File: config.mk
export PLATFORM = sky130hd
export DESIGN_NAME = exc_ctrl_flat
export DESIGN_NICKNAME = d
export VERILOG_FILES = /design/src/rtl/exc_ctrl_if.sv /design/src/rtl/exc_ctrl.sv /design/src/flat_wrapper.sv
export SDC_FILE = /design/constraint.sdc
export NUM_CORES = 1
export LEC_CHECK = 0
export CAP_MARGIN = 20
export CORE_AREA = 2 2 128 130
export CTS_BUF_LIST = sky130_fd_sc_hd__clkbuf_8
export CTS_CLUSTER_DIAMETER = 150
export DETAILED_ROUTE_END_ITERATION = 10
export DIE_AREA = 0 0 130 132
export GPL_TIMING_DRIVEN = 0
export PLACE_DENSITY = 0.75
export SYNTH_ARGS = -nofsm -noshare
export SYNTH_HDL_FRONTEND = slang
export SYNTH_SLANG_ARGS = --single-unit
export TNS_END_PERCENT = 10
File: constraint.sdc
create_clock -name clk_i -period 4.8 [get_ports clk_i]
set_input_delay 0.72 -clock clk_i [delete_from_list [all_inputs] [get_ports clk_i]]
set_output_delay 0.72 -clock clk_i [all_outputs]
set_load 0.05 [all_outputs]
File: src/rtl/exc_ctrl_if.sv
// Execute-stage / CSR-file side of the trap sequencer: requests and CSR read data in, CSR write port and pipeline control out.
// master = pipeline and CSR file side, slave = exc_ctrl.
interface exc_ctrl_if;
    logic [5:0]  exc_i;
    logic        mret_i;
    logic [31:0] pc_i;
    logic [31:0] tval_i;
    logic [31:0] csr_mstatus_i;
    logic [31:0] csr_mepc_i;
    logic [31:0] csr_mcause_i;
    logic [31:0] csr_mtval_i;

    logic        we_exc_o;
    logic [31:0] mcause_d_o;
    logic [31:0] mepc_d_o;
    logic [31:0] mstatus_d_o;
    logic [31:0] mtval_d_o;
    logic        sel_exc_nret_o;
    logic        stall_o;
    logic        flush_o;
    logic        redirect_o;

    modport master (
        output exc_i, mret_i, pc_i, tval_i,
               csr_mstatus_i, csr_mepc_i, csr_mcause_i, csr_mtval_i,
        input  we_exc_o, mcause_d_o, mepc_d_o, mstatus_d_o, mtval_d_o,
               sel_exc_nret_o, stall_o, flush_o, redirect_o
    );

    modport slave (
        input  exc_i, mret_i, pc_i, tval_i,
               csr_mstatus_i, csr_mepc_i, csr_mcause_i, csr_mtval_i,
        output we_exc_o, mcause_d_o, mepc_d_o, mstatus_d_o, mtval_d_o,
               sel_exc_nret_o, stall_o, flush_o, redirect_o
    );
endinterface

File: src/rtl/exc_ctrl.sv
// Machine-mode trap/mret sequencer: IDLE -> WRITE (CSR write, flush) -> REDIRECT (PC load), 3-cycle turnaround.
// No backpressure input; the pipeline is held via stall_o and requests outside IDLE are ignored.
module exc_ctrl (
    input  logic       clk_i,
    input  logic       rst_i,
    exc_ctrl_if.slave  bus
);

    typedef enum logic [1:0] {IDLE, WRITE, REDIRECT} state_t;

    state_t      state;
    logic        is_ret;

    logic        accept;
    logic        is_trap;
    logic [31:0] trap_cause;
    logic [31:0] trap_tval;
    logic [31:0] trap_mstatus;
    logic [31:0] ret_mstatus;

    assign is_trap = |bus.exc_i;
    assign accept  = is_trap | bus.mret_i;

    // Lowest exc_i bit wins; ebreak/ecall carry no trap value.
    always_comb begin
        trap_cause = 32'd0;
        trap_tval  = bus.tval_i;
        if (bus.exc_i[0]) begin
            trap_cause = 32'd0;
        end else if (bus.exc_i[1]) begin
            trap_cause = 32'd2;
        end else if (bus.exc_i[2]) begin
            trap_cause = 32'd3;
            trap_tval  = 32'd0;
        end else if (bus.exc_i[3]) begin
            trap_cause = 32'd11;
            trap_tval  = 32'd0;
        end else if (bus.exc_i[4]) begin
            trap_cause = 32'd4;
        end else if (bus.exc_i[5]) begin
            trap_cause = 32'd6;
        end
    end

    always_comb begin
        trap_mstatus        = bus.csr_mstatus_i;
        trap_mstatus[7]     = bus.csr_mstatus_i[3];
        trap_mstatus[3]     = 1'b0;
        trap_mstatus[12:11] = 2'b11;

        ret_mstatus         = bus.csr_mstatus_i;
        ret_mstatus[3]      = bus.csr_mstatus_i[7];
        ret_mstatus[7]      = 1'b1;
        ret_mstatus[12:11]  = 2'b11;
    end

    always_ff @(posedge clk_i) begin
        if (rst_i) begin
            state              <= IDLE;
            is_ret             <= 1'b0;
            bus.we_exc_o       <= 1'b0;
            bus.flush_o        <= 1'b0;
            bus.stall_o        <= 1'b0;
            bus.redirect_o     <= 1'b0;
            bus.sel_exc_nret_o <= 1'b0;
            bus.mcause_d_o     <= 32'd0;
            bus.mepc_d_o       <= 32'd0;
            bus.mstatus_d_o    <= 32'd0;
            bus.mtval_d_o      <= 32'd0;
        end else begin
            case (state)
                IDLE: begin
                    bus.we_exc_o       <= 1'b0;
                    bus.flush_o        <= 1'b0;
                    bus.stall_o        <= 1'b0;
                    bus.redirect_o     <= 1'b0;
                    bus.sel_exc_nret_o <= 1'b0;
                    if (accept) begin
                        state              <= WRITE;
                        is_ret             <= ~is_trap;
                        bus.we_exc_o       <= 1'b1;
                        bus.flush_o        <= 1'b1;
                        bus.stall_o        <= 1'b1;
                        bus.sel_exc_nret_o <= ~is_trap;
                        if (is_trap) begin
                            bus.mcause_d_o  <= trap_cause;
                            bus.mepc_d_o    <= {bus.pc_i[31:2], 2'b00};
                            bus.mtval_d_o   <= trap_tval;
                            bus.mstatus_d_o <= trap_mstatus;
                        end else begin
                            // mret rewrites all four CSRs, so the untouched ones pass through.
                            bus.mcause_d_o  <= bus.csr_mcause_i;
                            bus.mepc_d_o    <= bus.csr_mepc_i;
                            bus.mtval_d_o   <= bus.csr_mtval_i;
                            bus.mstatus_d_o <= ret_mstatus;
                        end
                    end
                end
                WRITE: begin
                    state              <= REDIRECT;
                    bus.we_exc_o       <= 1'b0;
                    bus.flush_o        <= 1'b0;
                    bus.stall_o        <= 1'b1;
                    bus.redirect_o     <= 1'b1;
                    bus.sel_exc_nret_o <= is_ret;
                end
                REDIRECT: begin
                    state              <= IDLE;
                    bus.we_exc_o       <= 1'b0;
                    bus.flush_o        <= 1'b0;
                    bus.stall_o        <= 1'b0;
                    bus.redirect_o     <= 1'b0;
                    bus.sel_exc_nret_o <= 1'b0;
                end
                default: begin
                    state              <= IDLE;
                    bus.we_exc_o       <= 1'b0;
                    bus.flush_o        <= 1'b0;
                    bus.stall_o        <= 1'b0;
                    bus.redirect_o     <= 1'b0;
                    bus.sel_exc_nret_o <= 1'b0;
                end
            endcase
        end
    end

endmodule

File: src/flat_wrapper.sv
// flat-port wrapper written by rule: the top's interface ports become plain ports
module exc_ctrl_flat 
  (clk_i, rst_i, bus_exc_i, bus_mret_i, bus_pc_i, bus_tval_i, bus_csr_mstatus_i, bus_csr_mepc_i, bus_csr_mcause_i, bus_csr_mtval_i, bus_we_exc_o, bus_mcause_d_o, bus_mepc_d_o, bus_mstatus_d_o, bus_mtval_d_o, bus_sel_exc_nret_o, bus_stall_o, bus_flush_o, bus_redirect_o);
  exc_ctrl_if bus_i ();
  input  logic clk_i;
  input  logic rst_i;
  input wire logic [$bits(bus_i.exc_i)-1:0] bus_exc_i;
  input wire logic [$bits(bus_i.mret_i)-1:0] bus_mret_i;
  input wire logic [$bits(bus_i.pc_i)-1:0] bus_pc_i;
  input wire logic [$bits(bus_i.tval_i)-1:0] bus_tval_i;
  input wire logic [$bits(bus_i.csr_mstatus_i)-1:0] bus_csr_mstatus_i;
  input wire logic [$bits(bus_i.csr_mepc_i)-1:0] bus_csr_mepc_i;
  input wire logic [$bits(bus_i.csr_mcause_i)-1:0] bus_csr_mcause_i;
  input wire logic [$bits(bus_i.csr_mtval_i)-1:0] bus_csr_mtval_i;
  output wire logic [$bits(bus_i.we_exc_o)-1:0] bus_we_exc_o;
  output wire logic [$bits(bus_i.mcause_d_o)-1:0] bus_mcause_d_o;
  output wire logic [$bits(bus_i.mepc_d_o)-1:0] bus_mepc_d_o;
  output wire logic [$bits(bus_i.mstatus_d_o)-1:0] bus_mstatus_d_o;
  output wire logic [$bits(bus_i.mtval_d_o)-1:0] bus_mtval_d_o;
  output wire logic [$bits(bus_i.sel_exc_nret_o)-1:0] bus_sel_exc_nret_o;
  output wire logic [$bits(bus_i.stall_o)-1:0] bus_stall_o;
  output wire logic [$bits(bus_i.flush_o)-1:0] bus_flush_o;
  output wire logic [$bits(bus_i.redirect_o)-1:0] bus_redirect_o;
  assign bus_i.exc_i = bus_exc_i;
  assign bus_i.mret_i = bus_mret_i;
  assign bus_i.pc_i = bus_pc_i;
  assign bus_i.tval_i = bus_tval_i;
  assign bus_i.csr_mstatus_i = bus_csr_mstatus_i;
  assign bus_i.csr_mepc_i = bus_csr_mepc_i;
  assign bus_i.csr_mcause_i = bus_csr_mcause_i;
  assign bus_i.csr_mtval_i = bus_csr_mtval_i;
  assign bus_we_exc_o = bus_i.we_exc_o;
  assign bus_mcause_d_o = bus_i.mcause_d_o;
  assign bus_mepc_d_o = bus_i.mepc_d_o;
  assign bus_mstatus_d_o = bus_i.mstatus_d_o;
  assign bus_mtval_d_o = bus_i.mtval_d_o;
  assign bus_sel_exc_nret_o = bus_i.sel_exc_nret_o;
  assign bus_stall_o = bus_i.stall_o;
  assign bus_flush_o = bus_i.flush_o;
  assign bus_redirect_o = bus_i.redirect_o;
  exc_ctrl u_core (.clk_i(clk_i), .rst_i(rst_i), .bus(bus_i));
endmodule
==> flow_summary.json <==
{
  "outcome": "finished clean",
  "drive_gt1_frac": 0.0488,
  "die_w_um": 130,
  "drtIter0Drc": 285,
  "p_per_area_nw_per_um2": 334,
  "worstSetupStartpointType": "input port",
  "endpoint_kind": "flip-flop",
  "critPathRequiredTime_ns": 5.18,
  "drc": 0,
  "cts_buffers": 17,
  "ys_warn_count": 0,
  "grt_pass1_vias": 5818,
  "postCtsSetupRepairBufs": 0,
  "max_freq_mhz": 372,
  "gp_congestion": 0.794,
  "synth_edf_count": 0,
  "antenna_left": 0,
  "p_leak_nw": 3.35,
  "place.port_buffers": 328,
  "tightest_slew_ns": 0.662,
  "relSlewSlack": 0.555,
  "synth.top_cell.area_share": 0.505,
  "rsz0062_at_grt": "no",
  "ir_worst_vdd_uv": 222,
  "num_rows": 46,
  "hold_violations": 0,
  "cts_buffer_depth": 2,
  "tns_ns": 0,
  "syn_area_um2": 5310,
  "synth_xor_area_frac": 0,
  "clock_latency_ns": 0.45,
  "synthArstFlopShare": 0,
  "drv_slew": 0,
  "yosys-top-cells-area": "dfxtp_1, nor3_1, a221oi_1",
  "synthTopCellsByCount": "dfxtp_1, nor3_1, nand2_1",
  "vias": 5969,
  "cts_resized": 0,
  "synthAdderAreaFrac": 0,
  "avgSynthCellArea_um2": 8.80,
  "grt_pass1_wl_um": 31300,
  "cts_tree": "yes",
  "synth_compound_area_frac": 0.199,
  "synthMuxAreaShare": 0,
  "critPathMaxFanout": 10,
  "initial_core_util": 0.338,
  "dieArea_um2": 17200,
  "dp_hpwl_um": 15800,
  "path_class": "input port to flip-flop",
  "grt_usage": 0.235,
  "grt_max_degree": 17,
  "postCtsHoldBufs": 0,
  "cts_sinks": 134,
  "dr.pass1.iters": 5,
  "maxCapViolations": 0,
  "yosysSeqAreaShare": 0.505,
  "dieHeight_um": 132,
  "synth.most_common_cell": "dfxtp_1",
  "yosys.area.top_type": "dfxtp_1",
  "core_area_um2": 15700,
  "htreeDepth": 4,
  "finalClockSkew_ns": 0.0129,
  "holdWs_ns": 0.456,
  "synth-simple-area-share": 0.247,
  "synthCells": 603,
  "setup_viol": 0,
  "fin_crit_sh": 0.560,
  "boundaryPins": 334,
  "wl_um": 20700,
  "synth_flop_cell": "dfxtp_1",
  "post-route-min-period_ns": 2.69,
  "cp.arrival_ns": 3.07,
  "grt_antenna_before_repair": 2,
  "synth_top_family_by_area": "simple AND/OR/NAND/NOR gates",
  "routedWlPerCell_um": 17.6,
  "final_nets": 1151,
  "syn_nets": 804,
  "ys_types": 35,
  "final_core_util": 0.588,
  "hp-class": "flip-flop to flip-flop",
  "gr-total-overflow": 0,
  "vias_per_cell": 5.05,
  "root_buffer": "clkbuf_8",
  "syn2layout_area_growth_pct": 74.0,
  "ys_ff_latch": 134,
  "clk_pin_slew_ns": 0.09
}
-- report_power, final --
group          total [mW]  internal (mW)  switching [mW]
combinational       0.937          0.382           0.555
sequential           1.25           1.20          0.0530
clock               0.895          0.379           0.516
-- sequential cells by signal, indices dropped and copies added, names as in the netlist --
name / cells
u_core.bus.redirect_o: 1
u_core.bus.mtval_d_o: 32
u_core.is_ret: 1
u_core.bus.stall_o: 1
u_core.state: 2
u_core.bus.mcause_d_o: 32
u_core.bus.flush_o: 1
u_core.bus.mstatus_d_o: 31
u_core.bus.sel_exc_nret_o: 1
u_core.bus.mepc_d_o: 32
-- per-stage QoR --
stage,area [um2],setup slack (ns),cells,total power [mW]
after floorplan,5310,2.61,603,1.80
after CTS,9230,2.08,1179,3.10
after global placement,8860,1.62,1147,2.21
after detailed placement,8860,1.60,1147,2.21
after global routing,9240,1.97,1181,3.21
final,9240,2.11,1181,3.08
-- critical path: stages --
cell and delay (ns):
clkdlybuf4s50_1 0.53, or4_4 0.60, nor3_4 0.42, and4_1 0.26, buf_2 0.17, buf_4 0.20
a22o_1 0.17
-- per-layer routing --
metal,global-route usage,vias up,part of all wire
met1,0.275,2780,0.41
met4,0.0818,0,0.025
met5,0,-,0
met3,0.0848,33,0.083
li1,-,2914,-
met2,0.396,242,0.48
-- worst paths after layout --
path | startpoint | end | slack, ns | depth (start not counted)
max | bus_exc_i[3] | u_core.bus.mcause_d_o[29] | 2.11 | 7
min | u_core.bus.mstatus_d_o[0] | u_core.bus.mstatus_d_o[0] | 0.46 | 2
max reg2reg | u_core.state[1] | u_core.bus.mtval_d_o[23] | 2.46 | 6
min reg2reg | u_core.bus.mstatus_d_o[0] | u_core.bus.mstatus_d_o[0] | 0.46 | 2
-- cells in the final DEF (no fill, tap or decap), types with 3 or more instances in the layout --
cell	Yosys	layout
clkbuf_1	51	51
o221ai_1	30	30
inv_6	0	8
a21oi_1	34	34
clkbuf_8	0	17
nand2_1	60	60
clkdlybuf4s50_1	0	328
buf_2	5	5
clkinv_4	0	3
nor3_1	124	124
a22o_1	31	31
nand2b_1	32	32
dfxtp_1	134	134
nor2_1	40	40
a221oi_1	32	32
buf_4	5	5
-- layout make-up --
type	count	area, um2
antenna	2	5.00
buffer	62	258
clock buffer	17	234
clock inverter	15	134
fill	1435	6480
inverter	1	3.75
multi-input combinational	406	2360
sequential	134	2680
tap	216	270
timing repair buffer	328	3280
-- cell families after synthesis --
kind of cell | after synthesis
buffers and inverters | 63
AND/OR/NAND/NOR | 270
AO/OA/AOI/OAI | 136
flip-flops | 134
(Power assumes the default switching activity.)
